## src/rtl/spi_slave_rx.sv

```systemverilog
// SPI mode-0 receive front end: synchronizes sclk/mosi/cs_n into clk and deserializes MSB-first frames.
// Optional stall abort is built only when SPI_RX_TIMEOUT_EN is defined.
//
// state | meaning
// ARM   | after reset or abort; waits for a settled, deasserted cs_n
// IDLE  | waits for cs_n falling edge
// SHIFT | frame in progress, shifting on sclk rising edges
module spi_slave_rx #(
  parameter int DATA_WIDTH     = 24,
  parameter int SYNC_STAGES    = 2,
  parameter int TIMEOUT_CYCLES = 1024
) (
  input  logic                  clk,
  input  logic                  rst,
  input  logic                  spi_sclk,
  input  logic                  spi_mosi,
  input  logic                  spi_cs_n,
  output logic [DATA_WIDTH-1:0] rx_data,
  output logic                  rx_valid,
  output logic                  rx_err,
  output logic                  busy
);

  localparam int CNT_W = $clog2(DATA_WIDTH + 2);
  localparam logic [CNT_W-1:0] CNT_FULL = CNT_W'(DATA_WIDTH);
  localparam logic [CNT_W-1:0] CNT_SAT  = CNT_W'(DATA_WIDTH + 1);

  if (SYNC_STAGES < 2 || SYNC_STAGES > 4 || TIMEOUT_CYCLES < 1) begin : g_param_check
    $error("spi_slave_rx: SYNC_STAGES must be 2..4 and TIMEOUT_CYCLES >= 1");
  end

  typedef enum logic [1:0] {ARM, IDLE, SHIFT} state_e;

  state_e                  state_q, state_d;
  logic [SYNC_STAGES-1:0]  sclk_sync_q, mosi_sync_q, cs_sync_q;
  logic                    sclk_prev_q, cs_prev_q;
  logic [SYNC_STAGES:0]    sync_ok_q;
  logic [DATA_WIDTH-1:0]   shift_q, shift_d;
  logic [CNT_W-1:0]        bit_cnt_q, bit_cnt_d;
  logic [DATA_WIDTH-1:0]   rx_data_q, rx_data_d;
  logic                    rx_valid_q, rx_valid_d;
  logic                    rx_err_q, rx_err_d;
  logic                    busy_q;
  logic                    s_sclk, s_mosi, s_cs_n;
  logic                    sclk_rise, cs_fall, cs_rise;

  always_ff @(posedge clk) begin
    if (rst) begin
      sclk_sync_q <= '0;
      mosi_sync_q <= '0;
      cs_sync_q   <= '1;
      sclk_prev_q <= 1'b0;
      cs_prev_q   <= 1'b1;
      sync_ok_q   <= '0;
    end else begin
      sclk_sync_q <= {sclk_sync_q[SYNC_STAGES-2:0], spi_sclk};
      mosi_sync_q <= {mosi_sync_q[SYNC_STAGES-2:0], spi_mosi};
      cs_sync_q   <= {cs_sync_q[SYNC_STAGES-2:0], spi_cs_n};
      sclk_prev_q <= s_sclk;
      cs_prev_q   <= s_cs_n;
      sync_ok_q   <= {sync_ok_q[SYNC_STAGES-1:0], 1'b1};
    end
  end

  assign s_sclk    = sclk_sync_q[SYNC_STAGES-1];
  assign s_mosi    = mosi_sync_q[SYNC_STAGES-1];
  assign s_cs_n    = cs_sync_q[SYNC_STAGES-1];
  assign sclk_rise = s_sclk & ~sclk_prev_q;
  assign cs_fall   = ~s_cs_n & cs_prev_q;
  assign cs_rise   = s_cs_n & ~cs_prev_q;

`ifdef SPI_RX_TIMEOUT_EN
  localparam int TO_W = $clog2(TIMEOUT_CYCLES + 1);
  localparam logic [TO_W-1:0] TO_MAX = TO_W'(TIMEOUT_CYCLES);
  logic [TO_W-1:0] to_cnt_q, to_cnt_d;

  always_ff @(posedge clk) begin
    if (rst) to_cnt_q <= '0;
    else     to_cnt_q <= to_cnt_d;
  end
`endif

  always_comb begin
    state_d    = state_q;
    shift_d    = shift_q;
    bit_cnt_d  = bit_cnt_q;
    rx_data_d  = rx_data_q;
    rx_valid_d = 1'b0;
    rx_err_d   = 1'b0;
`ifdef SPI_RX_TIMEOUT_EN
    to_cnt_d   = '0;
`endif
    case (state_q)
      // The synchronizers reset to "cs high"; wait until they hold real samples
      // so a reset released mid-frame is not mistaken for a fresh cs_n fall.
      ARM: if (sync_ok_q[SYNC_STAGES] && s_cs_n) state_d = IDLE;
      IDLE: begin
        if (cs_fall) begin
          shift_d   = '0;
          bit_cnt_d = '0;
          state_d   = SHIFT;
        end
      end
      SHIFT: begin
        if (cs_rise) begin
          state_d = IDLE;
          if (bit_cnt_q == CNT_FULL) begin
            rx_data_d  = shift_q;
            rx_valid_d = 1'b1;
          end else begin
            rx_err_d = 1'b1;
          end
        end else if (sclk_rise) begin
          shift_d = {shift_q[DATA_WIDTH-2:0], s_mosi};
          if (bit_cnt_q != CNT_SAT) bit_cnt_d = bit_cnt_q + 1'b1;
        end
`ifdef SPI_RX_TIMEOUT_EN
        else if (to_cnt_q == TO_MAX) begin
          rx_err_d = 1'b1;
          state_d  = ARM;
        end else begin
          to_cnt_d = to_cnt_q + 1'b1;
        end
`endif
      end
      default: state_d = ARM;
    endcase
  end

  always_ff @(posedge clk) begin
    if (rst) begin
      state_q    <= ARM;
      shift_q    <= '0;
      bit_cnt_q  <= '0;
      rx_data_q  <= '0;
      rx_valid_q <= 1'b0;
      rx_err_q   <= 1'b0;
      busy_q     <= 1'b0;
    end else begin
      state_q    <= state_d;
      shift_q    <= shift_d;
      bit_cnt_q  <= bit_cnt_d;
      rx_data_q  <= rx_data_d;
      rx_valid_q <= rx_valid_d;
      rx_err_q   <= rx_err_d;
      busy_q     <= (state_d == SHIFT);
    end
  end

  assign rx_data  = rx_data_q;
  assign rx_valid = rx_valid_q;
  assign rx_err   = rx_err_q;
  assign busy     = busy_q;

endmodule
```

## config.mk

```make
export PLATFORM = sky130hd
export DESIGN_NAME = spi_slave_rx
export DESIGN_NICKNAME = d
export VERILOG_FILES = /design/src/rtl/spi_slave_rx.sv
export SDC_FILE = /design/constraint.sdc
export NUM_CORES = 1
export LEC_CHECK = 0
export CORE_UTILIZATION = 55
export CTS_CLUSTER_DIAMETER = 100
export DETAILED_ROUTE_END_ITERATION = 10
export PLACE_DENSITY = 0.79
export SYNTH_ARGS = -nofsm -noshare
export SYNTH_HDL_FRONTEND = slang
export SYNTH_SLANG_ARGS = --single-unit
```

## constraint.sdc

```tcl
create_clock -name clk -period 3.28 [get_ports clk]
set_input_delay 0.492 -clock clk [delete_from_list [all_inputs] [get_ports clk]]
set_output_delay 0.492 -clock clk [all_outputs]
set_load 0.05 [all_outputs]
```

; After elaboration in Yosys (flattened, before gate mapping)
; Index checks and enable logic that the tools add are counted.
[word_totals]
ff_bits = 69
input_bits = 5
out_inout_bits = 27
elab_cells = 55
[classes]
n_addsub = 1
n_eq_ne = 9
muxes = 16
bitwise = 8
n_reduce_logical = 7
[ops]
columns = op, n
row1 = 24-bit 2-to-1 mux, 3
row2 = 24-bit case mux with 2 select lines, 1
row3 = 5-bit 2-to-1 mux, 4
row4 = 5-bit case mux with 2 select lines, 1
row5 = "2-bit != test, second input constant", 4
row6 = 2-bit 2-to-1 mux, 3
row7 = 2-bit case mux with 3 select lines, 1
row8 = "5-bit by 1-bit adder with 5-bit output, second input constant", 1
row9 = "5-bit equality test, second input constant", 1
row10 = "5-bit != test, second input constant", 1
row11 = 1-bit inverter, 5
row12 = 5-bit AND reduction, 1
row13 = "2-bit equality test, second input constant", 2
row14 = 4-bit AND reduction, 1
row15 = 1-bit AND, 3
row16 = 1-bit 2-to-1 mux, 3
row17 = 3-bit AND reduction, 1
row18 = 3-bit OR reduction, 1
row19 = "2-bit by 1-bit equality test with 1-bit output, second input constant", 1
row20 = 2-bit logical NOT, 1
row21 = 2-bit nonzero test, 1
row22 = 1-bit logical AND, 1

; Longest topological paths before layout
[logic_depth]
ltp_word = 5
mapped_depth = 7
mapped_depth_nobuf = 6

; Worst setup path after synthesis
; No wires, ideal clock.
[synth_path]
kind = reg2reg
start = register state_q[0]
end = register bit_cnt_q[3]
setup_ns = 0.070
t_arrival_ns = 1.474
t_required_ns = 3.210
slack_ns = 1.736
path_stages_with_launch = 6
n_path_buf = 1
synth_period_minus_slack_ns = 1.544
path_cell_list = dfxtp_1 > nand2b_1 > buf_2 > o31a_1 > or4_1 > a21oi_1
[synth_between]
elab_chain_len = 3
word_cells_on_any_way = 9
cone_classes = eq/ne (6) / mux (1) / reduce/logical (2)
[synth_rtl]
columns = item, line_no
row1 = start: declaration, 34  ; state_e state_q, state_d;
row2 = start signal: assignment, 140  ; state_q <= state_d;
row3 = 2-bit equality test / 2-bit by 1-bit equality test with 1-bit output (equally long branches), 93  ; case (state_q)
row4 = 2-bit != test (no line) / 2-bit nonzero test (equally long branches), -
row5 = 5-bit AND reduction (no line), -
row6 = end signal: assignment, 142  ; bit_cnt_q <= bit_cnt_d;
row7 = end: declaration, 39  ; logic [CNT_W-1:0] bit_cnt_q, bit_cnt_d;
; Parallel ways exist; a longest one is shown, timed or not.
; A chain may end at the register's enable or synchronous reset.

; Worst setup path after layout
[layout_path]
start = register state_q[0]
end = register bit_cnt_q[4]
; The elaborated chain is that of the path after synthesis.

==> results.env <==
SETUP_VIOLATIONS=0
MAX_SLEW_MARGIN=0.229
MAXCAPVIOLATIONS=0
CTS-HTREE-LEVELS=3
DRV_SLEW=0
VDD_IR_DROP_MAX_mV=0.419
HOLD_VIOL_FINAL=0
POWERDENSITY_nW_PER_UM2=545
CRITICAL_PATH_ARRIVAL_NS=2.42
FINALCLOCKSKEW_NS=0.00905
GRT_UTIL_ALL_LAYERS=0.202
SYNTHTOLAYOUTAREAGROWTH_PCT=21.2
CLOCK_INSERTION_DELAY_WORST_SKEW_NS=0.34
TIMING.FINAL.CRIT_SHARE=0.659
GRT_START_MAX_NET_PINS=70
CLOCK_PIN_SLEW_REPORTED_FOR_THE_WORST_SETUP_AND_HOLD_PATHS_AFTER_CLOCK_TREE_SYNTHESIS_NS=0.07
PLACEDINSTANCEAREA_SQ_UM=2800
FINALWIRELENGTH_MM=4.48
CRIT_TYPE='reg2reg'
VIAS_PER_CELL=5.32
INTERNAL_POWER_W=0.00132
GRT_SETUP_UNREPAIRED='false'
POWER.CLOCK.FRACTION=0.467
TIMING_WORST_SLEW_PIN_VALUE_NS=1.16
CTS-BUFFERS-INSERTED=9
INITIAL_CORE_UTIL=0.573
SYNTH_AREA_SQ_UM=2490
FINAL_CELL_AREA_SQ_UM=3020
HOLDCRITPATHCLASS='reg2reg'
YOSYSSEQAREASHARE=0.554
PERIOD_NEEDED_NS=2.16
ANTENNA_VIOLATING_NETS_POST_ROUTE=0
FINAL_LAYOUT_SIZE_SUFFIX_GT1_FRAC=0.0621
NETLIST-CELL-TYPE-COUNT=24
ROUTED-VIA-COUNT=1990
NETSWITCHINGPOWER_W=0.000324
FLOORPLAN.DIE_AREA_SQ_UM=4810
POST_SYNTH_INST_COUNT=294
POST_DRT_WL_PER_CELL_MICRONS=12.0
IO_PINS=32
CHIPHEIGHT_MICRONS=69.3
GRT_FIRST_PASS_WIRELENGTH_MM=7.69
YOSYS_WARNINGS=0
PLACE_HPWL_MM=2.65
ROWS=24
WORST-PATH-MAX-FANOUT=31
POSTSYNTHAREAPERCELL_SQ_UM=8.48
OUTCOME='completed'
CTS.REPAIR_TIMING.SETUP_BUFFER_COUNT=0
MAX_CLOCK_FREQ_MHz=463
DRCVIOLATIONCOUNT=0
CTS-RESIZED-GATES=0
SYNTH.FF_LATCH_COUNT=69
GLOBAL_ROUTE.OVERFLOW_TOTAL=0
SYN-NUM-NETS=302
NUMBER_OF_BUFFERS_ADDED_TO_FIX_HOLD_VIOLATIONS_AFTER_CTS=0
SETUP_TNS_NS=0
CTS.SINK_COUNT=69
IO_BUFFERS=31
SEQUENTIAL_POWER_SHARE=0.515
CLK_PATH_BUF_DEPTH=2
GRT_ANTENNA_BEFORE_REPAIR=0
SHARE_COMB_OF_TOTAL_POWER=0.018
INSERTEDDIODECOUNT=0
DIE_W_MICRONS=69.3
TRITONCTS='yes'
NETSWITCHINGFRACTION=0.197
SETUP.WORST_PATH.END_CLASS='flip-flop'
WORST-ENDPOINT-REQUIRED_NS=3.54
START_KIND='flip-flop'
CTS.ROOT.BUFFER_CELL='sky130_fd_sc_hd__clkbuf_8'
GRT_PASS1_VIAS=1733
STATIC-LEAKAGE-POWER_nW=0.992
LAYOUT_NETS=325
GP_CONGESTION=0.809
INITIALDRTVIOLATIONCOUNT=148
FILL_CELLS=365
FLOORPLAN.CORE_AREA_SQ_UM=4350
DRT_PASS1_ITERATIONS=4
==> final timing paths <==
kind	from	end	slack, ns	cells past startpoint
worst min-delay path	cs_sync_q[0]	cs_sync_q[1]	0.41	1
worst max register to register	state_q[0]	bit_cnt_q[4]	1.12	4
worst min register to register	cs_sync_q[0]	cs_sync_q[1]	0.41	1
worst max-delay path	state_q[0]	bit_cnt_q[4]	1.12	4
==> synth_stat cells (all sizes together) <==
master	n	area [sq um]
o31a	1	8.76
nand4b	2	17.5
or2	3	18.8
nand4	3	18.8
o31ai	1	21.3
and2	2	12.5
nor3	2	10.0
a21oi	54	270
inv	3	11.3
nand2	72	270
nor2b	10	62.6
a22oi	1	7.51
o21a	2	15.0
nand4bb	2	22.5
nand2b	3	18.8
clkbuf	16	60.1
ha	3	37.5
and4b	1	10.0
buf	5	25.0
o21ai	5	25.0
nor2	5	18.8
nand3	27	135
or4	2	15.0
dfxtp	69	1380
==> final cells by class <==
cell class                 count  area [sq um]  share of cell area
multi-input combinational    201          1020               0.337
tap                           52          65.1              0.0215
clock buffer                  12           155              0.0513
inverter                       3          11.3             0.00373
sequential                    69          1380               0.457
clock inverter                 4          70.1              0.0232
timing repair buffer          33           320               0.106
==> cell usage in the layout, fill, tap and decap left out, types with 3 or more instances in the layout <==
cell                              netlist  routed
sky130_fd_sc_hd__or2_1                  3       3
sky130_fd_sc_hd__nor2b_1               10       9
sky130_fd_sc_hd__ha_1                   3       3
sky130_fd_sc_hd__nor2_1                 5       5
sky130_fd_sc_hd__nand4_1                3       3
sky130_fd_sc_hd__nand2b_1               3       3
sky130_fd_sc_hd__nand3_1               27      27
sky130_fd_sc_hd__o21ai_1                5       5
sky130_fd_sc_hd__inv_1                  3       3
sky130_fd_sc_hd__dfxtp_1               69      69
sky130_fd_sc_hd__clkbuf_8               0      11
sky130_fd_sc_hd__clkdlybuf4s50_1        0      30
sky130_fd_sc_hd__a21oi_1               54      54
sky130_fd_sc_hd__nand2_1               72      72
==> through the flow <==
stage,util,hold WS (ns),setup WS (ns),cells,power [W]
global route,0.694,0.438,0.920,374,0.00170
CTS,0.694,0.417,1.13,374,0.00166
finish,0.694,0.414,1.12,374,0.00165
detailed placement,0.642,0.400,1.14,358,0.000895
floorplan,-,0.383,1.74,294,0.000888
global placement,0.642,0.385,1.19,358,0.000895
==> power groups by stage <==
stage | Clock [W] | Combinational [W] | Sequential, W
detailed placement | 0 | 0.0000293 | 0.000866
finish | 0.000769 | 0.0000293 | 0.000847
global placement | 0 | 0.0000290 | 0.000866
CTS | 0.000783 | 0.0000293 | 0.000847
global route | 0.000816 | 0.0000323 | 0.000847
floorplan | 0 | 0.0000224 | 0.000866
==> critical path: stages, from the launching register on <==
cell and delay (ns):
sky130_fd_sc_hd__dfxtp_1 0.35, sky130_fd_sc_hd__nand2b_1 0.28, sky130_fd_sc_hd__o31a_1 0.71, sky130_fd_sc_hd__or4_1 0.61, sky130_fd_sc_hd__a21oi_1 0.14
==> metal layers <==
metal / track usage / vias up / part of all wire
met2: 0.299 / 38 / 0.45
met1: 0.260 / 914 / 0.49
met3: 0.0712 / 7 / 0.046
met4: 0.102 / 0 / 0.017
met5: 0 / - / 0
li1: - / 1031 / -
==> cells by family (layout without fill, tap and decap cells) <==
| kind of cell | after synthesis | in the layout | synth area share |
|---|---|---|---|
| flip-flops | 69 | 69 | 0.554 |
| AND/OR/NAND/NOR | 134 | 134 | 0.253 |
| adder cells (fa/ha/maj) | 3 | 3 | 0.0151 |
| AO/OA/AOI/OAI | 64 | 64 | 0.139 |
| buffers and inverters | 24 | 52 | 0.0386 |
==> registers in the layout, indices dropped and copies added (netlist names) <==
| signal | count |
|---|---|
| shift_q | 24 |
| cs_prev_q | 1 |
| state_q | 2 |
| sclk_sync_q | 2 |
| bit_cnt_q | 5 |
| rx_valid | 1 |
| sclk_prev_q | 1 |
| cs_sync_q | 2 |
| mosi_sync_q | 2 |
| busy | 1 |
| rx_err | 1 |
| rx_data | 24 |
| sync_ok_q | 3 |
Note: power is estimated with default switching activity, not from simulation.
